<file path="config.mk">
export PLATFORM = sky130hd
export DESIGN_NAME = wf_gather_ctrl_flat
export DESIGN_NICKNAME = d
export VERILOG_FILES = /design/src/rtl/wf_gather_pkg.sv /design/src/rtl/wf_gather_ctrl_if.sv /design/src/rtl/wf_gather_ctrl.sv /design/src/flat_wrapper.sv
export SDC_FILE = /design/constraint.sdc
export NUM_CORES = 1
export LEC_CHECK = 0
export CAP_MARGIN = 20
export CORE_AREA = 2 2 80 82
export CTS_CLUSTER_DIAMETER = 50
export DETAILED_ROUTE_END_ITERATION = 6
export DIE_AREA = 0 0 82 84
export GPL_ROUTABILITY_DRIVEN = 0
export GPL_TIMING_DRIVEN = 0
export PLACE_DENSITY_LB_ADDON = 0.25
export SETUP_SLACK_MARGIN = 0.05
export SYNTH_ARGS = -nofsm -noshare
export SYNTH_HDL_FRONTEND = slang
export SYNTH_SLANG_ARGS = --single-unit
</file>
<file path="constraint.sdc">
create_clock -name clock -period 2 [get_ports clock]
set_input_delay 0.4 -clock clock [delete_from_list [all_inputs] [get_ports clock]]
set_output_delay 0.4 -clock clock [all_outputs]
set_load 0.03 [all_outputs]
</file>
<file path="src/rtl/wf_gather_pkg.sv">
// Shared constants and types for the wavefront gather RAM front end.
// Holds depth/width parameters and the output-stage state encoding.
package wf_gather_pkg;

  localparam int WF_GATHER_DEPTH  = 8;
  localparam int WF_GATHER_ADDR_W = 3;
  localparam int WF_GATHER_DATA_W = 38;

  typedef enum logic {
    EMPTY = 1'b0,
    VALID = 1'b1
  } out_state_e;

endpackage

</file>
<file path="src/rtl/wf_gather_ctrl_if.sv">
// Bus bundle for wf_gather_ctrl: upstream and downstream valid/ready
// handshakes plus the gather RAM write/read ports. slave = controller view.
interface wf_gather_ctrl_if;
  import wf_gather_pkg::*;

  logic                        in_valid;
  logic                        in_ready;
  logic [WF_GATHER_DATA_W-1:0] in_data;
  logic                        out_valid;
  logic                        out_ready;
  logic [WF_GATHER_DATA_W-1:0] out_data;
  logic                        ram_w_en;
  logic [WF_GATHER_ADDR_W-1:0] ram_w_addr;
  logic [WF_GATHER_DATA_W-1:0] ram_w_data;
  logic                        ram_r_en;
  logic [WF_GATHER_ADDR_W-1:0] ram_r_addr;
  logic [WF_GATHER_DATA_W-1:0] ram_r_data;

  modport slave (
    input  in_valid, in_data, out_ready, ram_r_data,
    output in_ready, out_valid, out_data,
    output ram_w_en, ram_w_addr, ram_w_data,
    output ram_r_en, ram_r_addr
  );

  modport master (
    output in_valid, in_data, out_ready, ram_r_data,
    input  in_ready, out_valid, out_data,
    input  ram_w_en, ram_w_addr, ram_w_data,
    input  ram_r_en, ram_r_addr
  );

endinterface

</file>
<file path="src/rtl/wf_gather_ctrl.sv">
// Flow-control front end for the 8-entry gather RAM: pointers, occupancy,
// 1-cycle read prefetch and FIFO-ordered output over valid/ready.
// Ports: clock, reset (async high), flush (sync clear), bus (slave).
// WF_GATHER_CTRL_STATS_EN adds stat_push_cnt and stat_max_occ outputs.
module wf_gather_ctrl
  import wf_gather_pkg::*;
(
  input  logic                      clock,
  input  logic                      reset,
  input  logic                      flush,
`ifdef WF_GATHER_CTRL_STATS_EN
  output logic [15:0]               stat_push_cnt,
  output logic [WF_GATHER_ADDR_W:0] stat_max_occ,
`endif
  wf_gather_ctrl_if.slave           bus
);

  localparam int AW = WF_GATHER_ADDR_W;
  localparam logic [AW:0] OCC_FULL = (AW+1)'(WF_GATHER_DEPTH);

  out_state_e  state_q, state_d;
  logic [AW-1:0] wr_ptr_q, wr_ptr_d;
  logic [AW-1:0] rd_ptr_q, rd_ptr_d;
  logic [AW:0]   occ_q, occ_d;
  logic [AW:0]   unread_q, unread_d;

  logic in_ready;
  logic out_valid;
  logic push;
  logic pop;
  logic fetch;

`ifdef WF_GATHER_CTRL_STATS_EN
  logic [15:0] push_cnt_q, push_cnt_d;
  logic [AW:0] max_occ_q, max_occ_d;
`endif

  always_comb begin
    in_ready  = (occ_q != OCC_FULL) & ~flush;
    out_valid = (state_q == VALID);
    push      = bus.in_valid & in_ready & ~reset;
    pop       = out_valid & bus.out_ready & ~flush;
    // Only entries already written count; a same-cycle
    // push is never forwarded to the read port.
    fetch     = (unread_q != '0)
              & ((state_q == EMPTY) | bus.out_ready)
              & ~flush & ~reset;
  end

  always_comb begin
    wr_ptr_d = wr_ptr_q + AW'(push);
    rd_ptr_d = rd_ptr_q + AW'(fetch);
    occ_d    = occ_q + (AW+1)'(push) - (AW+1)'(pop);
    unread_d = unread_q + (AW+1)'(push) - (AW+1)'(fetch);
    state_d  = state_q;
    unique case (state_q)
      EMPTY: if (fetch) state_d = VALID;
      VALID: if (pop && !fetch) state_d = EMPTY;
      default: state_d = EMPTY;
    endcase
    if (flush) begin
      wr_ptr_d = '0;
      rd_ptr_d = '0;
      occ_d    = '0;
      unread_d = '0;
      state_d  = EMPTY;
    end
  end

`ifdef WF_GATHER_CTRL_STATS_EN
  always_comb begin
    push_cnt_d = push_cnt_q + 16'(push);
    max_occ_d  = (occ_d > max_occ_q) ? occ_d : max_occ_q;
  end

  assign stat_push_cnt = push_cnt_q;
  assign stat_max_occ  = max_occ_q;
`endif

  always_ff @(posedge clock or posedge reset) begin
    if (reset) begin
      state_q  <= EMPTY;
      wr_ptr_q <= '0;
      rd_ptr_q <= '0;
      occ_q    <= '0;
      unread_q <= '0;
`ifdef WF_GATHER_CTRL_STATS_EN
      push_cnt_q <= '0;
      max_occ_q  <= '0;
`endif
    end else begin
      state_q  <= state_d;
      wr_ptr_q <= wr_ptr_d;
      rd_ptr_q <= rd_ptr_d;
      occ_q    <= occ_d;
      unread_q <= unread_d;
`ifdef WF_GATHER_CTRL_STATS_EN
      push_cnt_q <= push_cnt_d;
      max_occ_q  <= max_occ_d;
`endif
    end
  end

  assign bus.in_ready   = in_ready;
  assign bus.out_valid  = out_valid;
  // RAM holds its read data while ram_r_en is low,
  // so a stalled record stays stable without a local copy.
  assign bus.out_data   = bus.ram_r_data;
  assign bus.ram_w_en   = push;
  assign bus.ram_w_addr = wr_ptr_q;
  assign bus.ram_w_data = bus.in_data;
  assign bus.ram_r_en   = fetch;
  assign bus.ram_r_addr = rd_ptr_q;

endmodule

</file>
<file path="src/flat_wrapper.sv">
// flat-port wrapper written by rule: the top's interface ports become plain ports
module wf_gather_ctrl_flat import wf_gather_pkg::*;
  (clock, reset, flush, bus_in_valid, bus_in_data, bus_out_ready, bus_ram_r_data, bus_in_ready, bus_out_valid, bus_out_data, bus_ram_w_en, bus_ram_w_addr, bus_ram_w_data, bus_ram_r_en, bus_ram_r_addr);
  wf_gather_ctrl_if bus_i ();
  input  logic clock;
  input  logic reset;
  input  logic flush;
  input wire logic [$bits(bus_i.in_valid)-1:0] bus_in_valid;
  input wire logic [$bits(bus_i.in_data)-1:0] bus_in_data;
  input wire logic [$bits(bus_i.out_ready)-1:0] bus_out_ready;
  input wire logic [$bits(bus_i.ram_r_data)-1:0] bus_ram_r_data;
  output wire logic [$bits(bus_i.in_ready)-1:0] bus_in_ready;
  output wire logic [$bits(bus_i.out_valid)-1:0] bus_out_valid;
  output wire logic [$bits(bus_i.out_data)-1:0] bus_out_data;
  output wire logic [$bits(bus_i.ram_w_en)-1:0] bus_ram_w_en;
  output wire logic [$bits(bus_i.ram_w_addr)-1:0] bus_ram_w_addr;
  output wire logic [$bits(bus_i.ram_w_data)-1:0] bus_ram_w_data;
  output wire logic [$bits(bus_i.ram_r_en)-1:0] bus_ram_r_en;
  output wire logic [$bits(bus_i.ram_r_addr)-1:0] bus_ram_r_addr;
  assign bus_i.in_valid = bus_in_valid;
  assign bus_i.in_data = bus_in_data;
  assign bus_i.out_ready = bus_out_ready;
  assign bus_i.ram_r_data = bus_ram_r_data;
  assign bus_in_ready = bus_i.in_ready;
  assign bus_out_valid = bus_i.out_valid;
  assign bus_out_data = bus_i.out_data;
  assign bus_ram_w_en = bus_i.ram_w_en;
  assign bus_ram_w_addr = bus_i.ram_w_addr;
  assign bus_ram_w_data = bus_i.ram_w_data;
  assign bus_ram_r_en = bus_i.ram_r_en;
  assign bus_ram_r_addr = bus_i.ram_r_addr;
  wf_gather_ctrl u_core (.clock(clock), .reset(reset), .flush(flush), .bus(bus_i));
endmodule
</file>
==> results of run 1 <==
==> area by class of cell <==
class	count	area [µm²]	share of cell area
plain buffers	78	593.1	0.2174
inverters	11	45.04	0.01651
flip-flops and latches	15	375.4	0.1376
clock buffers	4	45.04	0.01651
repair buffers	101	977.2	0.3583
well taps	77	96.34	0.03532
multi-input cells	53	595.6	0.2183
==> layout by cell type (no fill, tap or decap) <==
master / n
buf_4: 87
nand2b_4: 1
ha_4: 4
xnor2_1: 3
and3_1: 1
nor2b_4: 1
fa_2: 2
buf_6: 4
nand2b_1: 1
ha_1: 9
nand3_4: 2
a21o_1: 1
dfrtp_1: 15
ha_2: 1
xnor2_2: 1
a31o_2: 1
nor2_2: 1
nor2b_1: 8
a21oi_2: 3
inv_2: 5
dlygate4sd2_1: 3
clkbuf_1: 1
nor2_1: 7
inv_1: 5
a21oi_4: 1
nand2_1: 1
buf_2: 1
clkdlybuf4s50_1: 84
mux2_4: 1
clkbuf_8: 3
nor3b_4: 1
a21oi_1: 1
clkinvlp_4: 1
o31ai_4: 1
==> layer usage <==
layer	routed length [µm]	up-vias
li1	-	624
met1	1200	523
met2	1566	89
met3	327	5
met4	61	0
met5	0	-
==> registers in the layout (all words and copies together), names as in the netlist <==
signal and flops:
u_core.occ_q 4, u_core.unread_q 4, u_core.bus.ram_r_addr 3, u_core.bus.ram_w_addr 3
u_core.bus.out_valid 1
==> worst max-delay path by stage <==
stage,start,cells past startpoint,end
after floorplan,reset,8,u_core.unread_q[1]
after global placement,reset,9,u_core.occ_q[3]
after detailed placement,reset,9,u_core.occ_q[3]
after CTS,u_core.unread_q[2],10,u_core.unread_q[1]
after global routing,u_core.unread_q[2],10,u_core.unread_q[1]
final,u_core.unread_q[2],10,u_core.unread_q[1]
==> power breakdown <==
part           switching (mW)  internal (mW)  leakage [nW]
sequential             0.0458          0.362         0.204
combinational           0.528          0.564          1.05
clock                   0.108          0.141        0.0228
total                   0.681           1.07          1.28
==> cells by family after synthesis <==
| logic type | synth area share |
|---|---|
| flip-flops | 0.2573 |
| adder cells (fa/ha/maj) | 0.1475 |
| buffers and inverters | 0.4322 |
| AND/OR/NAND/NOR | 0.09005 |
| XOR/XNOR | 0.02401 |
| AO/OA/AOI/OAI | 0.03860 |
| multiplexers | 0.01029 |
==> worst max-delay path, delay by kind of cell (launching register included) <==
family / cells / cell delay, ps
AO/OA/AOI/OAI: 1 / 220
adder cells (fa/ha/maj): 4 / 1060
flip-flops: 1 / 370
AND/OR/NAND/NOR: 2 / 200
buffers and inverters: 3 / 180
==> repair_timing <==
action	4_1_cts	5_1_grt
hold buffers	0	0
pin swaps	11	7
setup endpoints to repair	15	8
hold endpoints to repair	0	0
gates resized for setup	29	16
setup buffers	9	3
==> flow_metrics.py, run 1 <==
metrics = {
    "critical_path": {
        "worstSetupPathType": "flop to flop",
        "path_cells": "inv_2 -> ha_4 -> inv_2 -> o31ai_4 -> nor3b_4 -> ha_1 -> inv_1 -> ha_4 -> fa_2 -> nor2b_4",
        "cp_slowest_cell": "fa_2",
        "r2r_end": "u_core.unread_q[1]",
        "cpPeakStageDelay_ps": 510,
        "worstPathRequired_ps": 2190,
        "r2r_setup_slack_ps": -90,
        "startpoint_type": "flop",
        "arrival_ps": 2280,
        "path_max_fanout": 2,
        "reg2reg_from": "u_core.unread_q[2]",
        "endpoint_kind": "flop",
        "reg2regPathDepth": 10,
    },
    "clock_network": {
        "cts_buffers": 3,
        "cts.htree.levels": 1,
        "cts_root_buf": "clkbuf_8",
        "cts_num_sinks": 15,
        "cts_tree": "yes",
        "clock_path_buffers": 2,
        "cts.reportedPaths.clkPinSlew_ps": 60,
        "clk_latency_ps": 250,
    },
    "logic_synthesis": {
        "yosys_warnings": 0,
        "ys_ff_latch": 15,
        "avgSynthCellArea_um2": 9.292,
        "asyncSetResetFlopFracSynth": 1.000,
        "ys_types": 20,
        "syn_inst": 157,
        "yosysTopAreaCell": "buf_4",
        "synth_top_cell_area_share": 0.3962,
        "synth_common_cells": "77 x buf_4, 15 x dfrtp_1, 14 x ha_1",
        "yosysSeqAreaShare": 0.2573,
        "synth_top_flop_cell": "dfrtp_1",
        "synth_most_common_cell": "buf_4",
        "synthesis.nets": 254,
        "syn_area_um2": 1459,
        "synthTopCellsByArea": "buf_4 40%, dfrtp_1 26%, ha_1 12%, nor2b_1 3.9%, inv_1 2.8%",
        "synth_edf_count": 0,
    },
    "placement": {
        "pre_cts_ws_ps": -891.7,
        "io_buffers": 90,
        "placed_cells": 324,
        "placed_area_um2": 2487,
        "dp_hpwl_um": 2525,
    },
    "floorplan": {
        "num_rows": 29,
        "io_pins": 167,
        "dieWidth_um": 82,
        "die_area_um2": 6888,
        "coreArea_um2": 6096,
        "die_h_um": 84,
        "start_util": 0.2393,
    },
    "routing": {
        "drtIter0Drc": 16,
        "wire_per_inst_um": 9.310,
        "drc": 0,
        "dr.pass1.iters": 4,
        "via_per_inst": 3.661,
        "num_vias": 1241,
        "ant_nets": 0,
        "wl_um": 3156,
    },
    "grt": {
        "grt_use_met1": 0.1112,
        "grt_overflow": 0,
        "grtUsageMet2": 0.1434,
        "antenna_found_initial": 0,
        "met3_usage": 0.01515,
        "grt_usage": 0.08884,
        "grt_pass1_wl_um": 4864,
        "grt.busiest_layer": "met2",
        "grt_max_degree": 11,
        "grt_pass1_vias": 1165,
    },
    "cells_and_area": {
        "antenna_cells": 0,
        "nFillCells": 568,
        "nNetsFinal": 360,
        "instances_no_fill": 339,
        "fin_util": 0.4475,
        "drive_gt1_frac": 0.4656,
        "syn_to_final_growth_pct": 86.96,
        "fin_area_um2": 2728,
    },
    "timing": {
        "rsz0062_at_grt": "yes",
        "drv_slew": 0,
        "period_needed_ps": 2090,
        "setup_slack_ps": -89.52,
        "setup_tns_ps": -217.6,
        "max_freq_mhz": 478.6,
        "fin_crit_sh": 1.045,
        "hold_violations": 0,
        "setup_viol": 3,
        "relSlewSlack": 0.7888,
        "hold_ws_ps": 392.0,
        "skew_ps": 0.7104,
        "worst_pin_slew_ps": 315.8,
    },
    "power": {
        "total_power_mw": 1.748,
        "powerDensity_nw_per_um2": 640.9,
        "leakage_nw": 1.277,
        "ir_worst_vdd_v": 0.0003634,
    },
    "flow_run": {
        "max-cap-violations": 0,
    },
    "hold_path": {
        "hold_path_class": "primary input to asynchronous set/reset pin",
    },
    "run_status": {
        "status": "complete, but fails checks",
        "violations": "setup timing",
    },
}
Power figures use the tool's default switching activity.
==> inputs of run 2 (changes only) <==
- CORE_AREA: 2 2 80 82 -> 2 2 92 72
- DIE_AREA: 0 0 82 84 -> 0 0 94 74
==> flow_metrics.py, run 2 (synthesized netlist as in run 1, its figures left out) <==
metrics = {
    "run_status": {
        "status": "complete, but fails checks",
        "violations": "setup timing",
    },
    "clock_network": {
        "cts.htree.levels": 1,
        "cts_tree": "yes",
        "clk_latency_ps": 250,
        "clock_path_buffers": 2,
        "cts_root_buf": "clkbuf_8",
        "cts_buffers": 3,
        "cts_num_sinks": 15,
        "cts.reportedPaths.clkPinSlew_ps": 60,
    },
    "power": {
        "powerDensity_nw_per_um2": 633.0,
        "leakage_nw": 1.280,
        "ir_worst_vdd_v": 0.0002174,
    },
    "hold_path": {
        "hold_path_class": "primary input to asynchronous set/reset pin",
    },
    "floorplan": {
        "io_pins": 167,
        "die_h_um": 74,
        "coreArea_um2": 6100,
        "dieWidth_um": 94,
        "die_area_um2": 6956,
        "start_util": 0.2392,
        "num_rows": 25,
    },
    "timing": {
        "setup_tns_ps": -371.6,
        "rsz0062_at_grt": "yes",
        "worst_pin_slew_ps": 328.7,
        "relSlewSlack": 0.7802,
        "period_needed_ps": 2170,
        "fin_crit_sh": 1.085,
        "drv_slew": 0,
        "skew_ps": 1.119,
        "max_freq_mhz": 460.9,
        "hold_violations": 0,
        "setup_viol": 5,
        "setup_slack_ps": -169.8,
    },
    "cells_and_area": {
        "final_common_cell": "buf_4",
        "nNetsFinal": 360,
        "antenna_cells": 0,
        "largestRegisters": "u_core.occ_q x4, u_core.unread_q x4",
        "syn_to_final_growth_pct": 87.65,
        "instances_no_fill": 343,
        "fin_area_um2": 2738,
        "final_cell_mix": "87 x buf_4, 84 x clkdlybuf4s50_1, 15 x dfrtp_1",
        "drive_gt1_frac": 0.4695,
    },
    "grt": {
        "grt_overflow": 0,
        "grt_usage": 0.08851,
        "grt_pass1_vias": 1094,
        "antenna_found_initial": 0,
        "grt_pass1_wl_um": 4899,
        "grt_max_degree": 10,
    },
    "placement": {
        "io_buffers": 90,
        "dp_hpwl_um": 2816,
        "pre_cts_ws_ps": -868.5,
        "placed_area_um2": 2492,
        "placed_cells": 328,
    },
    "routing": {
        "drtIter0Drc": 16,
        "via_per_inst": 3.682,
        "dr.pass1.iters": 2,
        "wl_um": 3522,
        "drc": 0,
        "wire_per_inst_um": 10.27,
        "num_vias": 1263,
        "ant_nets": 0,
    },
    "critical_path": {
        "reg2reg_from": "u_core.unread_q[3]",
        "worstSetupPathType": "flop to flop",
        "worstPathRequired_ps": 2180,
        "arrival_ps": 2350,
        "path_max_fanout": 3,
        "endpoint_kind": "flop",
        "critPathLaunch": "u_core.unread_q[3]",
        "startpoint_type": "flop",
    },
    "flow_run": {
        "max-cap-violations": 0,
    },
}
-- run 2: timing repair --
action | in CTS | in global routing
gates cloned | 0 | 0
hold buffers | 0 | 0
pin swaps | 11 | 5
endpoints found under the setup margin | 15 | 8
gates resized for setup | 29 | 15
setup buffers | 8 | 3
-- run 2: cell type report --
type,instances,area [µm²]
fill,601,3362
timing repair buffer,101,974.7
buffer,78,596.8
multi-input combinational,53,595.6
sequential,15,375.4
tap,81,101.3
inverter,11,47.55
clock buffer,3,41.29
clock inverter,1,5.005
-- run 2: through the flow --
stage	utilization	hold WS (ps)	total power, mW
floorplan	-	243.3	1.068
global placement	0.4086	518.8	1.330
detailed placement	0.4086	526.1	1.330
CTS	0.4398	338.1	1.668
global route	0.4488	354.9	1.847
finish	0.4488	341.3	1.733
-- run 2: final timing paths --
check | slack (ps) | endpoint | cells past startpoint
min | 340 | u_core.occ_q[3] | 3
min in group clock | 540 | u_core.bus.ram_w_addr[2] | 2
max reg2reg | -170 | u_core.unread_q[1] | 10
max | -170 | u_core.unread_q[1] | 10
min reg2reg | 540 | u_core.bus.ram_w_addr[2] | 2
max in group asynchronous | 1480 | u_core.unread_q[2] | 3
-- run 2: layer usage --
metal	GRT usage	share of wire	wire length, µm	vias up
met5	0	0	0	-
li1	-	-	-	624
met4	0.02415	0	0	0
met2	0.1508	0.56	1961	64
met1	0.1081	0.37	1291	575
met3	0.03040	0.076	268	0
-- run 2: critical path: stages (launching register included) --
cell and delay [ps]:
dfrtp_1 360, inv_1 90, ha_4 140, inv_2 40, o31ai_4 270, nor3b_4 90
ha_1 300, inv_2 40, ha_4 150, fa_2 500, nor2b_1 120
-- run 2: power by group --
part	switching, mW	internal, mW	total (mW)
registers	0.0498	0.362	0.412
logic	0.519	0.555	1.07
clock network	0.109	0.138	0.247
==> inputs of run 3 (changes only) <==
- HOLD_SLACK_MARGIN: unset -> 0.1
- SKIP_CTS_REPAIR_TIMING: unset -> 1
==> flow_metrics.py, run 3 (synthesized netlist as in run 1, its figures left out) <==
metrics = {
    "routing": {
        "drtIter0Drc": 17,
        "dr.pass1.iters": 2,
        "num_vias": 1280,
        "drc": 0,
        "wl_um": 3570,
        "wire_per_inst_um": 10.32,
        "via_per_inst": 3.699,
        "ant_nets": 0,
    },
    "clock_network": {
        "cts.htree.levels": 1,
        "clk_latency_ps": 250,
        "cts_num_sinks": 15,
        "clock_path_buffers": 2,
        "cts_root_buf": "clkbuf_8",
        "cts_tree": "yes",
        "cts.reportedPaths.clkPinSlew_ps": 60,
        "cts_buffers": 3,
    },
    "run_status": {
        "status": "complete, but fails checks",
        "violations": "setup timing",
    },
    "timing": {
        "worst_pin_slew_ps": 328.7,
        "drv_slew": 0,
        "fin_crit_sh": 1.074,
        "period_needed_ps": 2148,
        "hold_violations": 0,
        "hold_ws_ps": 290.3,
        "setup_slack_ps": -147.9,
        "rsz0062_at_grt": "yes",
        "max_freq_mhz": 465.6,
        "skew_ps": 1.692,
        "relSlewSlack": 0.7802,
        "setup_viol": 5,
    },
    "cells_and_area": {
        "nNetsFinal": 363,
        "final_common_cell": "buf_4",
        "syn_to_final_growth_pct": 88.94,
        "largestRegisters": "u_core.occ_q x4, u_core.unread_q x4",
        "drive_gt1_frac": 0.4642,
        "final_cell_mix": "89 x buf_4, 85 x clkdlybuf4s50_1, 15 x dfrtp_1",
        "fin_area_um2": 2756,
        "antenna_cells": 0,
    },
    "critical_path": {
        "endpoint_kind": "flop",
        "cpPeakStageDelay_ps": 500,
        "path_cells": "inv_1 -> ha_4 -> inv_2 -> o31ai_4 -> nor3b_4 -> ha_1 -> inv_2 -> ha_4 -> fa_2 -> nor2b_1",
        "reg2regPathDepth": 10,
        "path_max_fanout": 2,
        "reg2reg_from": "u_core.unread_q[3]",
        "startpoint_type": "flop",
        "path_buf_inv": 3,
        "worstSetupPathType": "flop to flop",
        "worstPathRequired_ps": 2180,
        "r2r_end": "u_core.unread_q[1]",
        "r2r_setup_slack_ps": -150,
        "cp_top_family": "adder cells",
        "arrival_ps": 2330,
        "cp_slowest_cell": "fa_2",
    },
    "grt": {
        "grt_usage": 0.08440,
        "grt_pass1_wl_um": 4657,
        "grt_overflow": 0,
        "grt_max_degree": 19,
        "antenna_found_initial": 0,
        "grt_pass1_vias": 1025,
    },
    "floorplan": {
        "dieWidth_um": 94,
        "start_util": 0.2392,
        "die_area_um2": 6956,
        "die_h_um": 74,
        "num_rows": 25,
        "coreArea_um2": 6100,
        "io_pins": 167,
    },
    "placement": {
        "io_buffers": 90,
        "placed_area_um2": 2492,
        "dp_hpwl_um": 2816,
    },
    "power": {
        "powerDensity_nw_per_um2": 615.1,
        "leakage_nw": 1.305,
        "ir_worst_vdd_v": 0.0002162,
        "total_power_mw": 1.695,
    },
    "hold_path": {
        "hold_path_class": "primary input to asynchronous set/reset pin",
    },
    "flow_run": {
        "max-cap-violations": 0,
    },
}
[run 3: cell types whose count changed in the layout (fill, tap and decap cells not counted), sizes merged]
cell	before	now
clkdlybuf4s50	84	85
clkbuf	3	4
dlygate4sd2	4	0
clkinvlp	1	2
dlymetal6s2s	0	3
buf	91	92
[run 3: worst max path at each step]
stage                  startpoint                  to  slack (ps)  cells after the start
2_1_floorplan               reset  u_core.unread_q[1]        -320                      8
3_3_place_gp                reset     u_core.occ_q[3]        -840                      9
3_5_place_dp                reset     u_core.occ_q[3]        -870                      9
4_1_cts                     reset        bus_ram_r_en        -770                      5
5_1_grt        u_core.unread_q[2]  u_core.unread_q[1]        -200                     10
6_report       u_core.unread_q[3]  u_core.unread_q[1]        -150                     10
[run 3: routing by layer]
layer  up-vias  global-route usage  part of all wire
li1        631                   -                 -
met1       585              0.1069              0.37
met2        64              0.1373              0.55
met3         0             0.03040             0.075
met4         0             0.02415                 0
met5         -                   0                 0
[run 3: cell type report]
| cell class | count | area (µm²) |
|---|---|---|
| timing repair buffer | 103 | 1002 |
| fill | 600 | 3343 |
| tap | 81 | 101.3 |
| multi-input combinational | 53 | 581.8 |
| timing repair inverter | 1 | 5.005 |
| sequential | 15 | 375.4 |
| buffer | 78 | 596.8 |
| clock inverter | 1 | 5.005 |
| clock buffer | 3 | 41.29 |
| inverter | 11 | 47.55 |
[run 3: worst register-to-register path, stage by stage, from the launching register on]
cell     delay [ps]
dfrtp_1         360
inv_1            90
ha_4            140
inv_2            40
o31ai_4         270
nor3b_4          80
ha_1            290
inv_2            40
ha_4            150
fa_2            500
nor2b_1         120
[run 3: where the power goes]
group | internal [mW] | switching, mW
clock network | 0.138 | 0.110
registers | 0.362 | 0.0432
logic | 0.532 | 0.511
total | 1.03 | 0.664
[run 3: metrics by stage]
step	util	setup WS (ps)	std cells	TNS, ps
2_1_floorplan	-	-322.1	157	-1261
3_3_place_gp	0.4086	-843.1	328	-8611
3_5_place_dp	0.4086	-868.5	328	-9017
4_1_cts	0.4162	-767.8	332	-5441
5_1_grt	0.4519	-197.0	346	-808.5
6_report	0.4519	-147.9	346	-349.8
